==> src/rtl/conv_acc_stream.sv <==
// rtl/conv_acc_stream.sv - streaming MAC dot-product accumulator with per-channel scale/offset table (optional CONV_ACC_SAT_EN)
module conv_acc_stream #(
    parameter  int ACT_W     = 8,
    parameter  int WGT_W     = 8,
    parameter  int IN_W      = 22,
    parameter  int SCALE_W   = 8,
    parameter  int OFFSET_W  = 8,
    parameter  int N_CH      = 16,
    parameter  int MAX_TERMS = 256,
    localparam int CH_W      = (N_CH > 1) ? $clog2(N_CH) : 1,
    localparam int TERM_W    = $clog2(MAX_TERMS + 1)
) (
    input  logic                       clk,
    input  logic                       rst_n,
    input  logic                       in_valid,
    output logic                       in_ready,
    input  logic signed [ACT_W-1:0]    in_act,
    input  logic signed [WGT_W-1:0]    in_wgt,
    input  logic                       in_last,
    input  logic [CH_W-1:0]            in_ch,
    input  logic                       cfg_we,
    input  logic [CH_W-1:0]            cfg_addr,
    input  logic signed [SCALE_W-1:0]  cfg_scale,
    input  logic signed [OFFSET_W-1:0] cfg_offset,
    output logic                       out_valid,
    input  logic                       out_ready,
    output logic signed [IN_W-1:0]     conv_val,
    output logic signed [SCALE_W-1:0]  scale,
    output logic signed [OFFSET_W-1:0] offset,
    output logic                       err_ovf,
    output logic                       err_len
);

    localparam int P_W = ACT_W + WGT_W;
    localparam logic signed [IN_W-1:0] ACC_MAX = {1'b0, {(IN_W-1){1'b1}}};
    localparam logic signed [IN_W-1:0] ACC_MIN = {1'b1, {(IN_W-1){1'b0}}};

    typedef enum logic {IDLE, ACC} state_t;

    state_t                      state, state_next;
    logic signed [IN_W-1:0]      acc;
    logic signed [IN_W-1:0]      acc_next;
    logic [TERM_W-1:0]           term_cnt;
    logic [TERM_W-1:0]           cnt_inc;
    logic signed [P_W-1:0]       prod;
    logic signed [IN_W:0]        acc_x;
    logic signed [IN_W:0]        prod_x;
    logic signed [IN_W:0]        sum;
    logic                        ovf;
    logic                        ovf_hit;
    logic                        at_max;
    logic                        last_eff;
    logic                        accept;
    logic signed [SCALE_W-1:0]   lk_scale;
    logic signed [OFFSET_W-1:0]  lk_offset;
    logic signed [SCALE_W-1:0]   tbl_scale  [N_CH];
    logic signed [OFFSET_W-1:0]  tbl_offset [N_CH];

    // Single-entry output register: a new beat may enter whenever the slot frees this edge
    assign in_ready = !out_valid || out_ready;
    assign accept   = in_valid && in_ready;

    // One extra guard bit on the sum exposes signed overflow as a top-two-bit mismatch
    assign prod    = in_act * in_wgt;
    assign acc_x   = acc;
    assign prod_x  = prod;
    assign sum     = acc_x + prod_x;
    assign ovf     = sum[IN_W] ^ sum[IN_W-1];
    assign cnt_inc = term_cnt + 1'b1;
    // A dot product that hits the length limit is force-terminated on that beat
    assign at_max   = (cnt_inc == TERM_W'(MAX_TERMS));
    assign last_eff = in_last || at_max;

`ifdef CONV_ACC_SAT_EN
    logic sat_hold;

    // Clamp on overflow and freeze the clamped value for the rest of the dot product
    always_comb begin
        acc_next = sum[IN_W-1:0];
        ovf_hit  = ovf && !sat_hold;
        if (sat_hold) begin
            acc_next = acc;
        end else if (ovf) begin
            acc_next = sum[IN_W] ? ACC_MIN : ACC_MAX;
        end
    end

    // Remember that the current dot product has saturated
    always_ff @(posedge clk or negedge rst_n) begin
        if (!rst_n) begin
            sat_hold <= 1'b0;
        end else if (accept) begin
            sat_hold <= last_eff ? 1'b0 : (sat_hold || ovf);
        end
    end
`else
    // Wrap-around accumulation modulo 2^IN_W
    always_comb begin
        acc_next = sum[IN_W-1:0];
        ovf_hit  = ovf;
    end
`endif

    // Channel lookup; a same-cycle config write to the looked-up channel bypasses the table
    always_comb begin
        lk_scale  = '0;
        lk_offset = '0;
        if (32'(in_ch) < N_CH) begin
            if (cfg_we && (cfg_addr == in_ch)) begin
                lk_scale  = cfg_scale;
                lk_offset = cfg_offset;
            end else begin
                lk_scale  = tbl_scale[in_ch];
                lk_offset = tbl_offset[in_ch];
            end
        end
    end

    // Per-channel scale/offset table
    always_ff @(posedge clk or negedge rst_n) begin
        if (!rst_n) begin
            for (int i = 0; i < N_CH; i++) begin
                tbl_scale[i]  <= '0;
                tbl_offset[i] <= '0;
            end
        end else if (cfg_we && (32'(cfg_addr) < N_CH)) begin
            tbl_scale[cfg_addr]  <= cfg_scale;
            tbl_offset[cfg_addr] <= cfg_offset;
        end
    end

    // State register
    always_ff @(posedge clk or negedge rst_n) begin
        if (!rst_n) begin
            state <= IDLE;
        end else begin
            state <= state_next;
        end
    end

    // Next state: any non-terminating beat moves into ACC, a terminating beat returns to IDLE
    always_comb begin
        state_next = state;
        if (accept) begin
            state_next = last_eff ? IDLE : ACC;
        end
    end

    // Accumulator and term counter; both clear on the terminating beat
    always_ff @(posedge clk or negedge rst_n) begin
        if (!rst_n) begin
            acc      <= '0;
            term_cnt <= '0;
        end else if (accept) begin
            if (last_eff) begin
                acc      <= '0;
                term_cnt <= '0;
            end else begin
                acc      <= acc_next;
                term_cnt <= cnt_inc;
            end
        end
    end

    // Output register: load on terminating beat, otherwise drop valid once accepted downstream
    always_ff @(posedge clk or negedge rst_n) begin
        if (!rst_n) begin
            out_valid <= 1'b0;
            conv_val  <= '0;
            scale     <= '0;
            offset    <= '0;
        end else if (accept && last_eff) begin
            out_valid <= 1'b1;
            conv_val  <= acc_next;
            scale     <= lk_scale;
            offset    <= lk_offset;
        end else if (out_ready) begin
            out_valid <= 1'b0;
        end
    end

    // Sticky error flags, cleared only by reset
    always_ff @(posedge clk or negedge rst_n) begin
        if (!rst_n) begin
            err_ovf <= 1'b0;
            err_len <= 1'b0;
        end else if (accept) begin
            err_ovf <= err_ovf || ovf_hit;
            err_len <= err_len || (at_max && !in_last);
        end
    end

endmodule
==> config.mk <==
export PLATFORM = sky130hd
export DESIGN_NAME = conv_acc_stream
export DESIGN_NICKNAME = d
export VERILOG_FILES = /design/src/rtl/conv_acc_stream.sv
export SDC_FILE = /design/constraint.sdc
export NUM_CORES = 1
export LEC_CHECK = 0
export CORE_ASPECT_RATIO = 2
export CORE_UTILIZATION = 45
export DETAILED_ROUTE_END_ITERATION = 7
export GPL_TIMING_DRIVEN = 0
export PLACE_DENSITY_LB_ADDON = 0.2
export SETUP_SLACK_MARGIN = 0.1
export SLEW_MARGIN = 30
export SYNTH_ARGS = -nofsm -noshare
export SYNTH_HDL_FRONTEND = slang
export SYNTH_SLANG_ARGS = --single-unit
==> constraint.sdc <==
create_clock -name clk -period 6.6 [get_ports clk]
set_clock_uncertainty 0.05 [all_clocks]
set_input_delay 1.98 -clock clk [delete_from_list [all_inputs] [get_ports clk]]
set_output_delay 1.98 -clock clk [all_outputs]
set_load 0.005 [all_outputs]
==> impl_metrics.yaml, run 1 <==
yosys:
  ys_top_cells_by_count: "328 x dfrtp_1, 256 x mux2_2, 101 x inv_1"
  synth.most_common_cell: "dfrtp_1"
  synthTopCellsByArea: "dfrtp_1 44%, mux2_2 16%, fa_1 11%, mux4_2 9.0%, ha_1 3.6%"
  synth_edf_count: 0
  yosysSeqAreaShare_pct: 44.2
  synth_warnings: 0
  syn_area_um2: 18600
  synth_cell_types: 56
  synth-async-reset-ratio_pct: 100
  synth_nets: 1560
  avgSynthCellArea_um2: 13.7
  ys_ff_latch: 328
  yosysTopAreaCellShare_pct: 44.2
  netlist_instances: 1361
  ys.flop_type: "dfrtp_1"
  yosys.area.top_type: "dfrtp_1"
clock_tree:
  clock_path_buffers: 3
  insertion_delay_ns: 0.59
  htree_levels: 1
  cts-root-buf: "clkbuf_16"
  clkTransAtPathRegs_ns: 0.07
  cts.sinks: 328
  cts_tree: "yes"
  cts-buffers-inserted: 31
floorplanning:
  row_count: 105
  core_um2: 40900
  dieArea_um2: 42200
  start_util_pct: 45.5
  die_w_um: 146
  die_y_um: 289
  ios: 88
setup_path:
  path_max_fanout: 8
  cpPeakStageDelay_ns: 0.57
  crit_top_cell: "fa_1"
  reg2reg_to: "err_ovf$_DFFE_PN0P_"
  startpoint: "in_wgt[6]"
  crit_type: "in -> reg"
  timing.rr.start: "acc[4]$_DFFE_PN0P_"
  r2r_setup_slack_ns: 1.61
  required_ns: 7.00
  slowest_stage: "fa_1"
  worst_setup_path_end_kind: "flop"
  arrival_ns: 6.81
  path_buf_inv: 2
  worst-path-stages: 16
  rr_worst_depth: 18
  cp_cell_sequence: "clkdlybuf4s15_1 -> nand2_1 -> fa_1 -> fa_1 -> inv_1 -> fa_1 -> fa_1 -> fa_1 -> ha_4 -> and3_1 -> a221o_1 -> o211ai_2 -> o211ai_1 -> xnor2_1 -> xnor2_1 -> o21bai_1"
  endpoint: "err_ovf$_DFFE_PN0P_"
  critical_path.top_delay_family: "adder cells"
  startpoint_type: "primary input"
sta:
  fmax_mhz: 156
  tns_ns: 0
  finalSetupViolCount: 0
  hold_viol: 0
  finalMaxSlewViolations: 0
  fin_crit_sh_pct: 97.0
  finalCriticalPeriod_ns: 6.40
  max_slew_margin_pct: 32.0
  worst-slew-pin-transition_ns: 1.02
  grt_setup_unrepaired: "yes"
cells_and_area:
  fin_cells: 2046
  drive_above_1_share_pct: 33.2
  nets: 1683
  area_growth_syn_to_layout_pct: 15.6
grt:
  grtUsageTotal_pct: 24.0
  antenna_found_initial: 2
  grt_pass1_wl_um: 75600
  first_global_vias: 12737
  grt_start_max_net_pins: 91
  grt_overflow: 0
route:
  wl_um: 48500
  wl_per_cell_um: 23.7
  ant_nets: 0
  routed_via_density: 5.59
  route.detailed.drc: 0
  via_count: 11437
  drtIter0Drc: 501
  first_pass_iters: 5
outcome:
  status: "complete, no violations"
power_and_ir_drop:
  p_leak_uw: 0.00958
  ir_worst_vdd_mv: 0.356
  power.density_nw_per_um2: 496
placement:
  io_buffer_count: 81
  place_hpwl_um: 36000
  place_congestion: 0.843
  place_inst: 1980
flow_run:
  cap_violations: 0
hold_path:
  hp-class: "reg -> reg"
[worst min path at each step]
| stage | depth (start not counted) | startpoint | end | slack (ns) |
|---|---|---|---|---|
| floorplan | 1 | err_len$_DFFE_PN0P_ | err_len$_DFFE_PN0P_ | 0.40 |
| global route | 1 | err_len$_DFFE_PN0P_ | err_len$_DFFE_PN0P_ | 0.43 |
| global placement | 1 | err_len$_DFFE_PN0P_ | err_len$_DFFE_PN0P_ | 0.40 |
| finish | 1 | err_len$_DFFE_PN0P_ | err_len$_DFFE_PN0P_ | 0.41 |
| detailed placement | 1 | err_len$_DFFE_PN0P_ | err_len$_DFFE_PN0P_ | 0.40 |
| CTS | 1 | err_len$_DFFE_PN0P_ | err_len$_DFFE_PN0P_ | 0.42 |
[routing by layer]
layer / global-route usage [%] / vias up / routed length (µm) / part of all wire, %
met2: 48.1 / 232 / 28200 / 58
li1: - / 5040 / - / -
met5: 0 / - / 0 / 0
met3: 2.25 / 107 / 1300 / 2.7
met1: 24.4 / 6058 / 16700 / 34
met4: 11.8 / 0 / 2270 / 4.7
[layout make-up]
type,count,area [µm²]
plain buffers,76,359
flip-flops and latches,328,8210
diodes,2,5.00
clock buffers,40,840
fillers,3525,19400
clock inverters,18,231
inverters,102,388
well taps,535,669
repair buffers,92,941
multi-input cells,853,9860
[cell families (layout without fill, tap and decap cells)]
logic type	Yosys count	count (layout)	synth area share, %
and+or+nand+nor	176	176	4.64
DFF	328	328	44.2
other	0	2	0
buffers and inverters	180	328	4.00
AOI/OAI and AO/OA	132	132	4.76
xor gates and xnor gates	28	28	1.32
adders and majority gates	153	153	14.3
muxes	364	364	26.8
[power breakdown]
part	internal, µW	switching, µW
registers	2540	287
logic	2860	3080
clock network	1100	806
[what timing repair did]
item	in CTS	in global routing
pin swaps	10	9
hold buffers	0	0
setup endpoints to repair	26	12
gates resized for setup	53	38
buffers inserted	6	2
[worst reg2reg max path, stage by stage, from the launching register on]
cell      delay [ns]
dfrtp_1         0.36
inv_1           0.07
fa_1            0.54
inv_1           0.05
fa_1            0.46
ha_1            0.28
inv_1           0.04
fa_1            0.48
inv_1           0.04
ha_1            0.27
ha_1            0.22
fa_1            0.47
a21o_1          0.22
a221o_1         0.39
o211ai_2        0.25
o211ai_1        0.23
xnor2_1         0.23
xnor2_1         0.14
o21bai_1        0.08
[sequential cells by signal, summed over array words and instances (netlist names), 8 cells and up]
signal	flops
tbl_offset	128
tbl_scale	128
term_cnt	9
conv_val	22
acc	22
scale	8
offset	8
[metrics by stage]
stage	instance area (µm²)	worst slack [ns]	power (µW)	hold WS (ns)	util, %
6_report	21500	0.195	10700	0.411	52.6
5_1_grt	21500	0.0370	11500	0.426	52.6
4_1_cts	21400	0.0897	10200	0.416	52.4
3_5_place_dp	20200	-1.30	8130	0.397	49.5
3_3_place_gp	20100	-10.80	8000	0.396	49.2
2_1_floorplan	18600	0.114	6570	0.401	-
[cell usage in the layout, fill, tap and decap left out, drive strengths merged, types with 3 or more instances in the layout]
cell type        n
xor2            13
ha              53
a22o            20
or3              3
fa             100
o21ai           43
a21oi           21
buf             52
clkinv          10
nor2b           10
nand2           70
a21o             6
nor2            27
a211oi          13
dfrtp          328
clkbuf          83
mux2i           16
inv            103
nand3            8
clkdlybuf4s15    6
nand2b           6
mux4            74
o21bai           5
bufinv           5
mux2           274
xnor2           15
and3             8
a31oi            4
and2            33
clkdlybuf4s50   65
No activity file was read; power rests on OpenSTA's default activity.
==> run 2, diff against run 1 <==
Settings changed: CTS_CLUSTER_DIAMETER set to 60.
==> impl_metrics.yaml, run 2 (same netlist as run 1, synthesis figures left out) <==
setup_path:
  critical_path.top_delay_family: "adder cells"
  path_max_fanout: 8
  crit_type: "in -> reg"
  worst-path-stages: 16
  worst_setup_path_end_kind: "flop"
  crit_top_cell: "fa_1"
  cpPeakStageDelay_ns: 0.57
  cp_cell_sequence: "clkdlybuf4s15_1 -> nand2_1 -> fa_1 -> fa_1 -> inv_1 -> fa_1 -> fa_1 -> fa_1 -> ha_4 -> and3_1 -> a221o_1 -> o211ai_2 -> o211ai_1 -> xnor2_1 -> xnor2_1 -> o21bai_1"
  path_buf_inv: 2
  arrival_ns: 6.81
  startpoint_type: "primary input"
  rr_worst_depth: 18
  slowest_stage: "fa_1"
  required_ns: 7.00
cells_and_area:
  nets: 1684
  final_common_cell: "dfrtp_1"
  area_growth_syn_to_layout_pct: 15.6
  fin_cells: 2046
  drive_above_1_share_pct: 33.4
  final_cell_mix: "328 x dfrtp_1, 256 x mux2_2, 100 x inv_1"
  top_regs: "tbl_offset (128), tbl_scale (128)"
sta:
  fin_ws_ns: 0.191
  fmax_mhz: 156
  holdWs_ns: 0.412
  tns_ns: 0
  grt_setup_unrepaired: "yes"
  fin_crit_sh_pct: 97.1
  finalCriticalPeriod_ns: 6.41
  max_slew_margin_pct: 31.2
  finalMaxSlewViolations: 0
  worst-slew-pin-transition_ns: 1.03
  hold_viol: 0
  finalSetupViolCount: 0
power_and_ir_drop:
  p_sw_uw: 4190
  p_leak_uw: 0.00959
  power.density_nw_per_um2: 496
  swShare_pct: 39.3
  p_comb_share_pct: 55.7
  ir_worst_vdd_mv: 0.350
  p_int_uw: 6480
  pwr-share-seq_pct: 26.5
  clock_power_share_pct: 17.8
route:
  wl_per_cell_um: 23.6
  route.met2.wl_um: 28000
  wl_met1_um: 16700
  wl_um: 48300
  routed.top_layer: "met4"
  ant_nets: 0
  drtIter0Drc: 461
  dr_wl_met3_um: 1150
  route.detailed.drc: 0
  via_count: 11426
  first_pass_iters: 5
  routed_via_density: 5.58
grt:
  grt_pass1_wl_um: 75600
  grt_overflow: 0
  grt_start_max_net_pins: 91
  first_global_vias: 12708
  grtUsageTotal_pct: 24.0
  antenna_found_initial: 1
floorplanning:
  ios: 88
  start_util_pct: 45.5
  core_um2: 40900
  die_y_um: 289
  dieArea_um2: 42200
  row_count: 105
  die_w_um: 146
hold_path:
  hold_depth: 1
  hp-class: "reg -> reg"
placement:
  dp_slack_ns: -1.30
  io_buffer_count: 81
  place_congestion: 0.843
  place_inst: 1980
  place_hpwl_um: 36000
clock_tree:
  cts-root-buf: "clkbuf_16"
  cts_tree: "yes"
  cts.sinks: 328
  cts_hold_buf: 0
  cts-buffers-inserted: 31
  clkTransAtPathRegs_ns: 0.07
  insertion_delay_ns: 0.59
  htree_levels: 1
  clock_path_buffers: 3
outcome:
  status: "complete, no violations"
flow_run:
  cap_violations: 0
==> run 2: cell types whose count changed in the layout (fill, tap and decap cells not counted), sizes merged <==
cell	previous run	this run
inv	103	105
diode	2	1
buf	52	53
clkinv	10	14
clkbuf	83	77
==> run 2: cell type report <==
type / count / area [µm²]
diodes: 1 / 2.50
plain buffers: 76 / 359
clock buffers: 34 / 787
clock inverters: 24 / 279
fillers: 3535 / 19400
inverters: 102 / 388
multi-input cells: 853 / 9860
flip-flops and latches: 328 / 8210
well taps: 535 / 669
repair buffers: 93 / 948
==> run 2: final timing paths <==
check                                     from                    endpoint  slack, ns
max in group asynchronous                rst_n  tbl_offset[25]$_DFFE_PN0P_       3.78
setup / recovery                     in_wgt[6]         err_ovf$_DFFE_PN0P_       0.19
setup reg to reg            acc[4]$_DFFE_PN0P_         err_ovf$_DFFE_PN0P_       1.58
hold reg to reg            err_len$_DFFE_PN0P_         err_len$_DFFE_PN0P_       0.41
hold / removal             err_len$_DFFE_PN0P_         err_len$_DFFE_PN0P_       0.41
min in group asynchronous                rst_n   tbl_offset[6]$_DFFE_PN0P_       1.32
==> run 2: per-layer routing <==
metal / global-route usage (%) / vias up
met4: 11.5 / 0
met1: 24.5 / 6079
met5: 0 / -
met3: 2.22 / 101
li1: - / 5039
met2: 48.1 / 207
==> run 2: what timing repair did <==
action,in CTS,in global routing
pin swaps,10,9
cloned,0,0
gates resized for setup,53,38
setup buffers,6,3
endpoints found under the setup margin,26,12
==> run 2: metrics by stage <==
stage | power [µW] | utilization [%] | area [µm²]
2_1_floorplan | 6570 | - | 18600
3_3_place_gp | 8000 | 49.2 | 20100
3_5_place_dp | 8130 | 49.5 | 20200
4_1_cts | 10200 | 52.4 | 21400
5_1_grt | 11500 | 52.6 | 21500
6_report | 10700 | 52.6 | 21500
==> run 2: power groups by stage <==
stage / combinational (µW) / clock (µW) / sequential [µW]
finish: 5950 / 1900 / 2820
detailed placement: 5270 / 0 / 2860
CTS: 5430 / 1950 / 2820
global route: 6560 / 2010 / 2890
floorplan: 3800 / 0 / 2770
global placement: 5160 / 0 / 2840
